`config.mk`:
```
export PLATFORM = sky130hd
export DESIGN_NAME = move_avg_ctrl
export DESIGN_NICKNAME = d
export VERILOG_FILES = /design/src/rtl/move_avg_ctrl.sv
export SDC_FILE = /design/constraint.sdc
export NUM_CORES = 1
export LEC_CHECK = 0
export CAP_MARGIN = 20
export CORE_UTILIZATION = 43
export CTS_CLUSTER_SIZE = 40
export DETAILED_ROUTE_END_ITERATION = 12
export DONT_BUFFER_PORTS = 1
export SYNTH_ARGS = -nofsm -noshare
export SYNTH_HDL_FRONTEND = slang
export SYNTH_SLANG_ARGS = --single-unit
```
`constraint.sdc`:
```
create_clock -name clk -period 2.3 [get_ports clk]
set_clock_uncertainty 0.2 [all_clocks]
set_input_delay 0 -clock clk [delete_from_list [all_inputs] [get_ports clk]]
set_output_delay 0 -clock clk [all_outputs]
set_load 0.005 [all_outputs]
```
`src/rtl/move_avg_ctrl.sv`:
```
// Sequencer between a codec sample stream and an external moving-average filter.
// Handles filter warm-up, enable/disable flushing, write timeout and overrun flags.
module move_avg_ctrl #(
    parameter int WARMUP      = 8,
    parameter int TIMEOUT     = 15,
    parameter int SYNC_STAGES = 2
) (
    input  logic        clk,
    input  logic        reset,
    input  logic [23:0] in_sample,
    input  logic        in_strobe,
    input  logic        fx_req,
    input  logic        clr_err,
    output logic [23:0] flt_data,
    output logic        flt_wren,
    output logic        flt_on,
    output logic        flt_reset,
    input  logic [23:0] flt_out,
    input  logic        flt_valid,
    output logic [23:0] out_sample,
    output logic        out_strobe,
    output logic        fx_active,
    output logic        busy,
    output logic        overrun,
    output logic        timeout_err
);

    localparam int WW = (WARMUP < 1) ? 1 : $clog2(WARMUP + 1);
    localparam int TW = (TIMEOUT < 2) ? 1 : $clog2(TIMEOUT + 1);

    localparam logic [WW-1:0] WARM_MAX = WW'(WARMUP);
    localparam logic [TW-1:0] TMO_LAST = TW'(TIMEOUT - 1);

    localparam logic [1:0] IDLE  = 2'd0;
    localparam logic [1:0] ISSUE = 2'd1;
    localparam logic [1:0] WAIT  = 2'd2;
    localparam logic [1:0] FLUSH = 2'd3;

    logic [1:0]             state;
    logic [1:0]             state_nx;
    logic [SYNC_STAGES-1:0] sync_q;
    logic                   fx_sync;
    logic [23:0]            byp;
    logic [WW-1:0]          warm_cnt;
    logic [TW-1:0]          timer;
    logic                   wait_hit;
    logic                   wait_tmo;
    logic                   go_flush;
    logic                   go_off;
    logic                   warm_done;

    always_ff @(posedge clk) begin
        if (reset) begin
            sync_q <= '0;
        end else begin
            sync_q[0] <= fx_req;
            for (int i = 1; i < SYNC_STAGES; i++) begin
                sync_q[i] <= sync_q[i-1];
            end
        end
    end

    assign fx_sync = sync_q[SYNC_STAGES-1];

    // timer holds the number of WAIT cycles already spent
    always_comb begin
        wait_hit  = (state == WAIT) && flt_valid;
        wait_tmo  = (state == WAIT) && !flt_valid && (timer == TMO_LAST);
        go_flush  = (state == IDLE) && !in_strobe && fx_sync && !fx_active;
        go_off    = (state == IDLE) && !in_strobe && !fx_sync && fx_active;
        warm_done = (warm_cnt == WARM_MAX);
    end

    always_comb begin
        state_nx = state;
        unique case (state)
            IDLE: begin
                if (in_strobe) begin
                    state_nx = ISSUE;
                end else if (go_flush) begin
                    state_nx = FLUSH;
                end
            end
            ISSUE: state_nx = WAIT;
            WAIT: begin
                if (wait_hit || wait_tmo) begin
                    state_nx = IDLE;
                end
            end
            FLUSH: state_nx = IDLE;
            default: state_nx = IDLE;
        endcase
    end

    always_ff @(posedge clk) begin
        if (reset) begin
            state      <= IDLE;
            flt_data   <= '0;
            byp        <= '0;
            out_sample <= '0;
            flt_wren   <= 1'b0;
            flt_reset  <= 1'b0;
            out_strobe <= 1'b0;
            fx_active  <= 1'b0;
            warm_cnt   <= '0;
            timer      <= '0;
        end else begin
            state      <= state_nx;
            flt_wren   <= (state_nx == ISSUE);
            flt_reset  <= (state_nx == FLUSH);
            out_strobe <= wait_hit || wait_tmo;

            if ((state == IDLE) && in_strobe) begin
                flt_data <= in_sample;
                byp      <= in_sample;
            end

            if (state == ISSUE) begin
                timer <= '0;
            end else if (state == WAIT) begin
                timer <= timer + 1'b1;
            end

            if (wait_hit) begin
                out_sample <= (fx_active && warm_done) ? flt_out : byp;
                if (!warm_done) begin
                    warm_cnt <= warm_cnt + 1'b1;
                end
            end

            if (wait_tmo) begin
                out_sample <= byp;
            end

            if (state == FLUSH) begin
                warm_cnt  <= '0;
                fx_active <= 1'b1;
            end

            if (go_off) begin
                warm_cnt  <= '0;
                fx_active <= 1'b0;
            end
        end
    end

    // a new error event in the same cycle beats clr_err
    always_ff @(posedge clk) begin
        if (reset) begin
            overrun     <= 1'b0;
            timeout_err <= 1'b0;
        end else begin
            if (in_strobe && (state != IDLE)) begin
                overrun <= 1'b1;
            end else if (clr_err) begin
                overrun <= 1'b0;
            end

            if (wait_tmo) begin
                timeout_err <= 1'b1;
            end else if (clr_err) begin
                timeout_err <= 1'b0;
            end
        end
    end

    assign busy   = (state != IDLE);
    assign flt_on = fx_active;

endmodule

```
==> impl_metrics.toml, run 1 <==
[detailed_routing]
avgRoutedWirePerCell_um = 15.4
dr.pass1.iters = 4
vias_per_cell = 5.28
dr_total_vias = 2260
drt_iter0_markers = 103
drc = 0
wl_um = 6590
drtAntennaViolNets = 0

[synthesis]
yosysMostFrequentCell = "dfxtp_1"
ys_types = 33
synth_area_sq_um = 2670
synth_area_per_cell_sq_um = 9.49
syn_inst = 281
netlist.area_leader.share_pct = 49.6
ys_ff_latch = 66
synth_edf_count = 0
synthFlopType = "dfxtp_1"
syn-num-nets = 339
synthArstFlopShare_pct = 0
yosysTopAreaCell = "dfxtp_1"
synth.top_cells.by_count = "dfxtp_1 (66), nand2_1 (54), a21oi_1 (33)"
netlist_top_cells_area = "dfxtp_1 (50%), mux2i_1 (10%), o2bb2ai_1 (7.9%)"
ys_warn_count = 0
yosysSeqAreaShare_pct = 49.6

[die]
die_h_um = 80.7
die_area_sq_um = 6520
start_util_pct = 44.8
die_w_um = 80.7
placementRows = 28
io_pins = 110
coreArea_sq_um = 5960

[grt]
grt_pass1_vias = 2160
overflow = 0
antenna_found_initial = 0
grt_max_degree = 41
grt_pass1_wl_um = 9850
grt_use_total_pct = 20.6

[clock_network]
cts_tree = "done"
cts.sinks = 66
cts_root_buffer = "clkbuf_8"
clk_latency_ps = 330
clk_pin_slew_ps = 70
htree_num_levels = 3
post-cts-setup-buffers = 0
cts_buffers = 9
cts_buffer_depth = 2

[worst_setup_path]
critical-path-slowest-cell = "dlygate4sd3_1"
cp_cell_sequence = "buf_4, nor2_1, nand2_1, buf_4, nand2_1, a21oi_1, dlygate4sd3_1"
critPathLaunchType = "register"
cpPeakStageDelay_ps = 560
arrival_ps = 2150
required_ps = 2380
cp_max_fo = 24
criticalPathCategory = "reg2reg"
end_kind = "register"

[placed_design]
port-buffer-count = 0
hpwl_um = 3890
place_area_sq_um = 2690
gp_congestion = 0.773

[sta]
rsz0062_at_grt = "no"
slew_viol_final = 0
slew_headroom_pct = 70.6
fmax_mhz = 483
period_share_pct = 89.9
whs_ps = 151
period_needed_ps = 2070
tightest_slew_ps = 441
hold_viol = 0
setup_violations = 0
setup_tns_ps = 0

[run]
drv_cap = 0

[finish]
n_fill_cell = 500
layout-drive-gt1-share_pct = 7.93
area_growth_pct = 35.6
nets = 406
final_cell_area_sq_um = 3620
antenna_cells = 0

[status]
outcome = "finished, final reports clean"

[pwr]
total_power_mw = 2.72
leakage_nw = 1.30
powerDensity_nw_per_um2 = 752
vdd_drop_max_uv = 495

[hold_path]
hp-class = "in2reg"
[layer usage]
layer  GRT usage, %  vias to the layer above  wire length, um
met3           7.30                       18              479
met5              0                        -                0
li1               -                     1105                -
met1           21.3                     1042             2700
met2           35.9                       95             3240
met4           12.1                        0              177
[worst max-delay path: cells and delay by family, from the launching register on]
family,cells,cell delay [ps]
AOI/OAI and AO/OA,1,150
DFF,1,370
and+or+nand+nor,3,240
buffers and inverters,3,1040
[kinds of logic (layout without fill, tap and decap cells)]
| logic type | after synthesis | in the layout | synth area share, % |
|---|---|---|---|
| DFF | 66 | 66 | 49.6 |
| AOI/OAI and AO/OA | 63 | 63 | 15.9 |
| adders and majority gates | 4 | 4 | 1.88 |
| and+or+nand+nor | 89 | 89 | 14.6 |
| buffers and inverters | 28 | 100 | 6.62 |
| xor gates and xnor gates | 4 | 4 | 1.31 |
| muxes | 27 | 27 | 10.1 |
[report_power, final]
group / leakage, nW / switching, mW / internal [mW]
combinational: 0.638 / 0.148 / 0.153
sequential: 0.537 / 0.0458 / 1.19
clock: 0.121 / 0.427 / 0.753
total: 1.30 / 0.620 / 2.10
[placed cells by master (no fill, tap or decap), drive strengths merged, types with 4 or more instances in the layout]
| cell type | netlist | final |
|---|---|---|
| dfxtp | 66 | 66 |
| dlygate4sd3 | 0 | 65 |
| nand2 | 54 | 54 |
| a21oi | 33 | 33 |
| mux2i | 27 | 27 |
| o2bb2ai | 24 | 24 |
| nor2 | 13 | 13 |
| clkbuf | 7 | 12 |
| buf | 12 | 10 |
| inv | 9 | 9 |
| nor3 | 6 | 6 |
| ha | 4 | 4 |
[final cells by class]
| cell class | count | area (sq um) | area share (%) |
|---|---|---|---|
| Multi-Input combinational cell | 187 | 1180 | 32.8 |
| Inverter | 9 | 33.8 | 0.934 |
| Clock inverter | 4 | 98.8 | 2.73 |
| Clock buffer | 12 | 145 | 4.01 |
| Timing Repair Buffer | 75 | 738 | 20.4 |
| Sequential cell | 66 | 1320 | 36.5 |
| Tap cell | 75 | 93.8 | 2.60 |
[repair_timing]
item	CTS	global route
hold buffers	66	0
hold endpoints to repair	66	0
gates resized for setup	0	1
setup endpoints to repair	0	7
[stage by stage]
step | worst slack (ps) | instances | utilization (%)
after floorplan | 479 | 281 | -
after global routing | 121 | 428 | 60.7
after global placement | 175 | 346 | 45.2
after detailed placement | 154 | 346 | 45.2
final | 232 | 428 | 60.7
after CTS | 123 | 428 | 60.6
[registers in the layout, indices dropped and copies added (netlist names), 2 cells and up]
name        flops
state           2
byp            24
warm_cnt        4
sync_q          2
timer           4
out_sample     24
[path summary, 6_finish.rpt]
check / depth (start not counted) / slack [ps] / to / start
max: 7 / 230 / byp[21] / state[1]
min reg2reg: 1 / 240 / sync_q[1] / sync_q[0]
max reg2reg: 7 / 230 / byp[21] / state[1]
min: 3 / 150 / byp[2] / in_sample[2]
Note: power is estimated with default switching activity, not from simulation.
==> run 2, diff against run 1 <==
- ABC_AREA: default -> 1
==> impl_metrics.toml, run 2 <==
[sta]
slew_viol_final = 0
setup_tns_ps = 0
final.setup.worst_slack_ps = 154
slew_headroom_pct = 66.7
rsz0062_at_grt = "no"
period_needed_ps = 2150
fmax_mhz = 466
tightest_slew_ps = 498
hold_viol = 0
setup_violations = 0
period_share_pct = 93.3

[synthesis]
ys_warn_count = 0
netlist.area_leader.share_pct = 47.4
synth_edf_count = 0
synth_area_per_cell_sq_um = 7.17
synth.top_cells.by_count = "nand2_1 (95), dfxtp_1 (66), inv_1 (65)"
synthArstFlopShare_pct = 0
yosysMostFrequentCell = "nand2_1"
synthFlopType = "dfxtp_1"
yosysTopAreaCell = "dfxtp_1"
syn-num-nets = 447
ys_types = 22
yosysSeqAreaShare_pct = 47.4
ys_ff_latch = 66
synth_area_sq_um = 2790
netlist_top_cells_area = "dfxtp_1 (47%), nand2_1 (13%), nand3_1 (9.9%)"
syn_inst = 389

[grt]
grt_pass1_vias = 2354
grt_pass1_wl_um = 11100
antenna_found_initial = 0
grt_max_degree = 51
overflow = 0
grt_use_total_pct = 22.2

[worst_setup_path]
r2r_setup_slack_ps = 150
critPathLaunchType = "register"
setup.worst_path.end = "out_sample[19]"
r2r_start = "warm_cnt[0]"
r2r_cells = 9
startpoint = "warm_cnt[0]"
end_kind = "register"
r2r-end = "out_sample[19]"
cp_max_fo = 24
criticalPathCategory = "reg2reg"
arrival_ps = 2170
required_ps = 2330

[detailed_routing]
avgRoutedWirePerCell_um = 14.0
dr_total_vias = 2607
wl_um = 7280
drt_iter0_markers = 137
drtAntennaViolNets = 0
dr.pass1.iters = 4
drc = 0
vias_per_cell = 5.00

[pwr]
vdd_drop_max_uv = 452
total_power_mw = 2.44
leakage_nw = 1.71
powerDensity_nw_per_um2 = 680

[die]
die_area_sq_um = 6810
io_pins = 110
die_w_um = 82.6
coreArea_sq_um = 6100
placementRows = 28
start_util_pct = 45.8
die_h_um = 82.6

[placed_design]
dpl_worst_slack_ps = 460
port-buffer-count = 0
dp_cells = 449
hpwl_um = 4450
gp_congestion = 0.787

[run]
drv_cap = 0

[clock_network]
clk_latency_ps = 330
clk_pin_slew_ps = 70
htree_num_levels = 3
cts_tree = "done"
cts_root_buffer = "clkbuf_8"
cts_buffer_depth = 2
cts_buffers = 9
cts.sinks = 66

[finish]
postLayoutCoreUtil_pct = 58.9
nets = 500
antenna_cells = 0
layout_commonest_cell = "nand2_1"
layout-drive-gt1-share_pct = 6.50
mostFrequentLayoutCells = "nand2_1 (95), dfxtp_1 (66), inv_1 (65)"
layout.cells.non_filler = 521
area_growth_pct = 28.6
top_regs = "byp (24), out_sample (24)"

[hold_path]
hp-class = "in2reg"

[status]
outcome = "finished, final reports clean"
-- run 2: cell types whose count changed in the layout (fill, tap and decap cells not counted), moves of 4 or more --
cell / previous run / this run
inv_1: 9 / 65
nand3_1: 3 / 54
nand2_1: 54 / 95
mux2i_1: 27 / 0
o21ai_0: 0 / 27
o2bb2ai_1: 24 / 0
dlygate4sd3_1: 65 / 57
buf_4: 9 / 4
nor2_1: 12 / 7
nor3_1: 5 / 1
-- run 2: repair_timing --
action	CTS	global route
resized for setup	0	4
hold buffers	57	0
hold endpoints to repair	65	0
endpoints found under the setup margin	0	3
buffers inserted	0	0
-- run 2: cells by family (layout without fill, tap and decap cells) --
family	Yosys count	count (layout)	share of synthesized area (%)
AOI/OAI and AO/OA	64	64	11.6
DFF	66	66	47.4
buffers and inverters	88	145	13.0
adders and majority gates	4	4	1.79
and+or+nand+nor	165	165	25.6
xor gates and xnor gates	2	2	0.628
-- run 2: worst max-delay path, cell delays in order (launching register included) --
cell,delay (ps)
dfxtp_1,330
inv_1,80
ha_1,170
nand3_2,130
nor2_4,150
buf_12,180
nand3_1,90
dlygate4sd3_1,570
nand3_1,90
nand2_1,50
-- run 2: power breakdown --
part	total (mW)	switching, mW	internal (mW)
Clock	0.930	0.408	0.522
Combinational	0.262	0.144	0.117
Sequential	1.25	0.0459	1.20
-- run 2: worst min-delay path by stage --
stage / startpoint / endpoint / slack (ps) / cells past startpoint
after floorplan: fx_req / sync_q[0] / -90 / 2
after global placement: reset / overrun / -130 / 1
after CTS: fx_req / sync_q[0] / 120 / 3
final: fx_req / sync_q[0] / 140 / 3
after global routing: fx_req / sync_q[0] / 130 / 3
after detailed placement: reset / timeout_err / -130 / 1
-- run 2: area by class of cell --
type | count | area, sq um
clock buffer | 12 | 145
tap | 75 | 93.8
fill | 596 | 2510
timing repair buffer | 62 | 621
clock inverter | 3 | 40.0
inverter | 68 | 255
multi-input combinational | 235 | 1110
sequential | 66 | 1320
-- run 2: stage by stage --
stage | hold WS, ps | area [sq um]
after detailed placement | -127 | 2820
final | 140 | 3590
after floorplan | -93.0 | 2790
after CTS | 120 | 3570
after global routing | 128 | 3590
after global placement | -130 | 2820
-- run 2: per-layer routing --
metal	track usage [%]	vias to the layer above	share of wire, %	wire length [um]
li1	-	1321	-	-
met1	23.9	1185	42	3060
met5	0	-	0	0
met4	10.5	0	0.99	72
met2	39.7	95	49	3560
met3	6.37	6	8.1	591
==> run 3, diff against run 2 <==
- ABC_AREA: 1 -> default
- SKIP_CTS_REPAIR_TIMING: default -> 1
==> impl_metrics.toml, run 3 (synthesized netlist as in run 1, its figures left out) <==
[grt]
overflow = 0
grt_max_degree = 41
antenna_found_initial = 0
grt_pass1_wl_um = 8470
grt_pass1_vias = 1804
grt_use_total_pct = 17.9

[placed_design]
gp_congestion = 0.773
hpwl_um = 3890
dp_cells = 346
dpl_worst_slack_ps = 154
port-buffer-count = 0
place_area_sq_um = 2690

[sta]
final.setup.worst_slack_ps = 245
hold_viol = 0
whs_ps = 145
setup_tns_ps = 0
fmax_mhz = 487
setup_violations = 0
period_share_pct = 89.4
rsz0062_at_grt = "no"
slew_headroom_pct = 70.4
tightest_slew_ps = 444
slew_viol_final = 0
period_needed_ps = 2060

[die]
die_area_sq_um = 6520
start_util_pct = 44.8
placementRows = 28
die_w_um = 80.7
io_pins = 110
coreArea_sq_um = 5960
die_h_um = 80.7

[finish]
nets = 402
n_fill_cell = 504
antenna_cells = 0
layout_commonest_cell = "dfxtp_1"
area_growth_pct = 34.1
multi_input_area_sq_um = 1180
mostFrequentLayoutCells = "dfxtp_1 (66), dlygate4sd3_1 (61), nand2_1 (54)"
regArea_sq_um = 1320
postLayoutCoreUtil_pct = 60.0
layout-drive-gt1-share_pct = 8.02
top_regs = "byp (24), out_sample (24)"
final_cell_area_sq_um = 3580
layout.cells.non_filler = 424

[clock_network]
clk_pin_slew_ps = 70
cts_tree = "done"
htree_num_levels = 3
cts_buffer_depth = 2
cts.sinks = 66
cts_root_buffer = "clkbuf_8"
clk_latency_ps = 340
cts_buffers = 9

[detailed_routing]
avgRoutedWirePerCell_um = 15.3
vias_per_cell = 5.25
wl_um = 6500
dr.pass1.iters = 4
drtAntennaViolNets = 0
dr_total_vias = 2228
drt_iter0_markers = 111
drc = 0

[pwr]
powerDensity_nw_per_um2 = 759
total_power_mw = 2.71
leakage_nw = 1.28
vdd_drop_max_uv = 496

[run]
drv_cap = 0

[worst_setup_path]
critPathTopFamily = "buffers and inverters"
cp_num_buf_inv = 3
cpPeakStageDelay_ps = 540
critical-path-slowest-cell = "dlygate4sd3_1"
end_kind = "register"
cp_cell_sequence = "buf_4, nor2_1, nand2_1, buf_4, nand2_1, a21oi_1, dlygate4sd3_1"
criticalPathCategory = "reg2reg"
arrival_ps = 2140
required_ps = 2390
r2r_setup_slack_ps = 240
cp_max_fo = 24
critPathLaunchType = "register"

[hold_path]
hp-class = "in2reg"

[status]
outcome = "finished, final reports clean"
==> run 3: cell count changes in the layout (fill, tap and decap cells not counted), moves of 3 or more <==
| cell | delta |
|---|---|
| a21oi_1 | -3 |
| buf_4 | +5 |
| dlygate4sd3_1 | +4 |
| inv_1 | -56 |
| inv_2 | -3 |
| mux2i_1 | +27 |
| nand2_1 | -41 |
| nand3_1 | -51 |
| nor2_1 | +5 |
| nor2b_1 | +3 |
| nor3_1 | +4 |
| o21ai_0 | -27 |
| o2bb2ai_1 | +24 |
==> run 3: path summary, 6_finish.rpt <==
check / startpoint / endpoint / cells past startpoint
min reg2reg: sync_q[0] / sync_q[1] / 1
max: state[1] / byp[17] / 7
min: in_strobe / overrun / 3
max reg2reg: state[1] / byp[17] / 7
==> run 3: layout make-up <==
| class | instances | area share, % |
|---|---|---|
| sequential | 66 | 36.9 |
| multi-input combinational | 187 | 33.1 |
| timing repair buffer | 71 | 19.5 |
| clock buffer | 12 | 4.06 |
| clock inverter | 4 | 2.76 |
| tap | 75 | 2.62 |
| inverter | 9 | 0.945 |
==> run 3: tightest hold or removal path: cells and delay by family <==
kind                   cells  cell delay (ps)
AOI/OAI and AO/OA          1               50
buffers and inverters      1              540
and+or+nand+nor            1               40
==> run 3: layer usage <==
metal / share of wire (%) / global-route usage [%]
met1: 42 / 19.0
met2: 49 / 29.7
met3: 6.9 / 7.53
met4: 2.4 / 10.4
met5: 0 / 0
==> run 3: power by group <==
part	internal [mW]	switching (mW)
Sequential	1.19	0.0457
Clock	0.753	0.432
Combinational	0.148	0.144
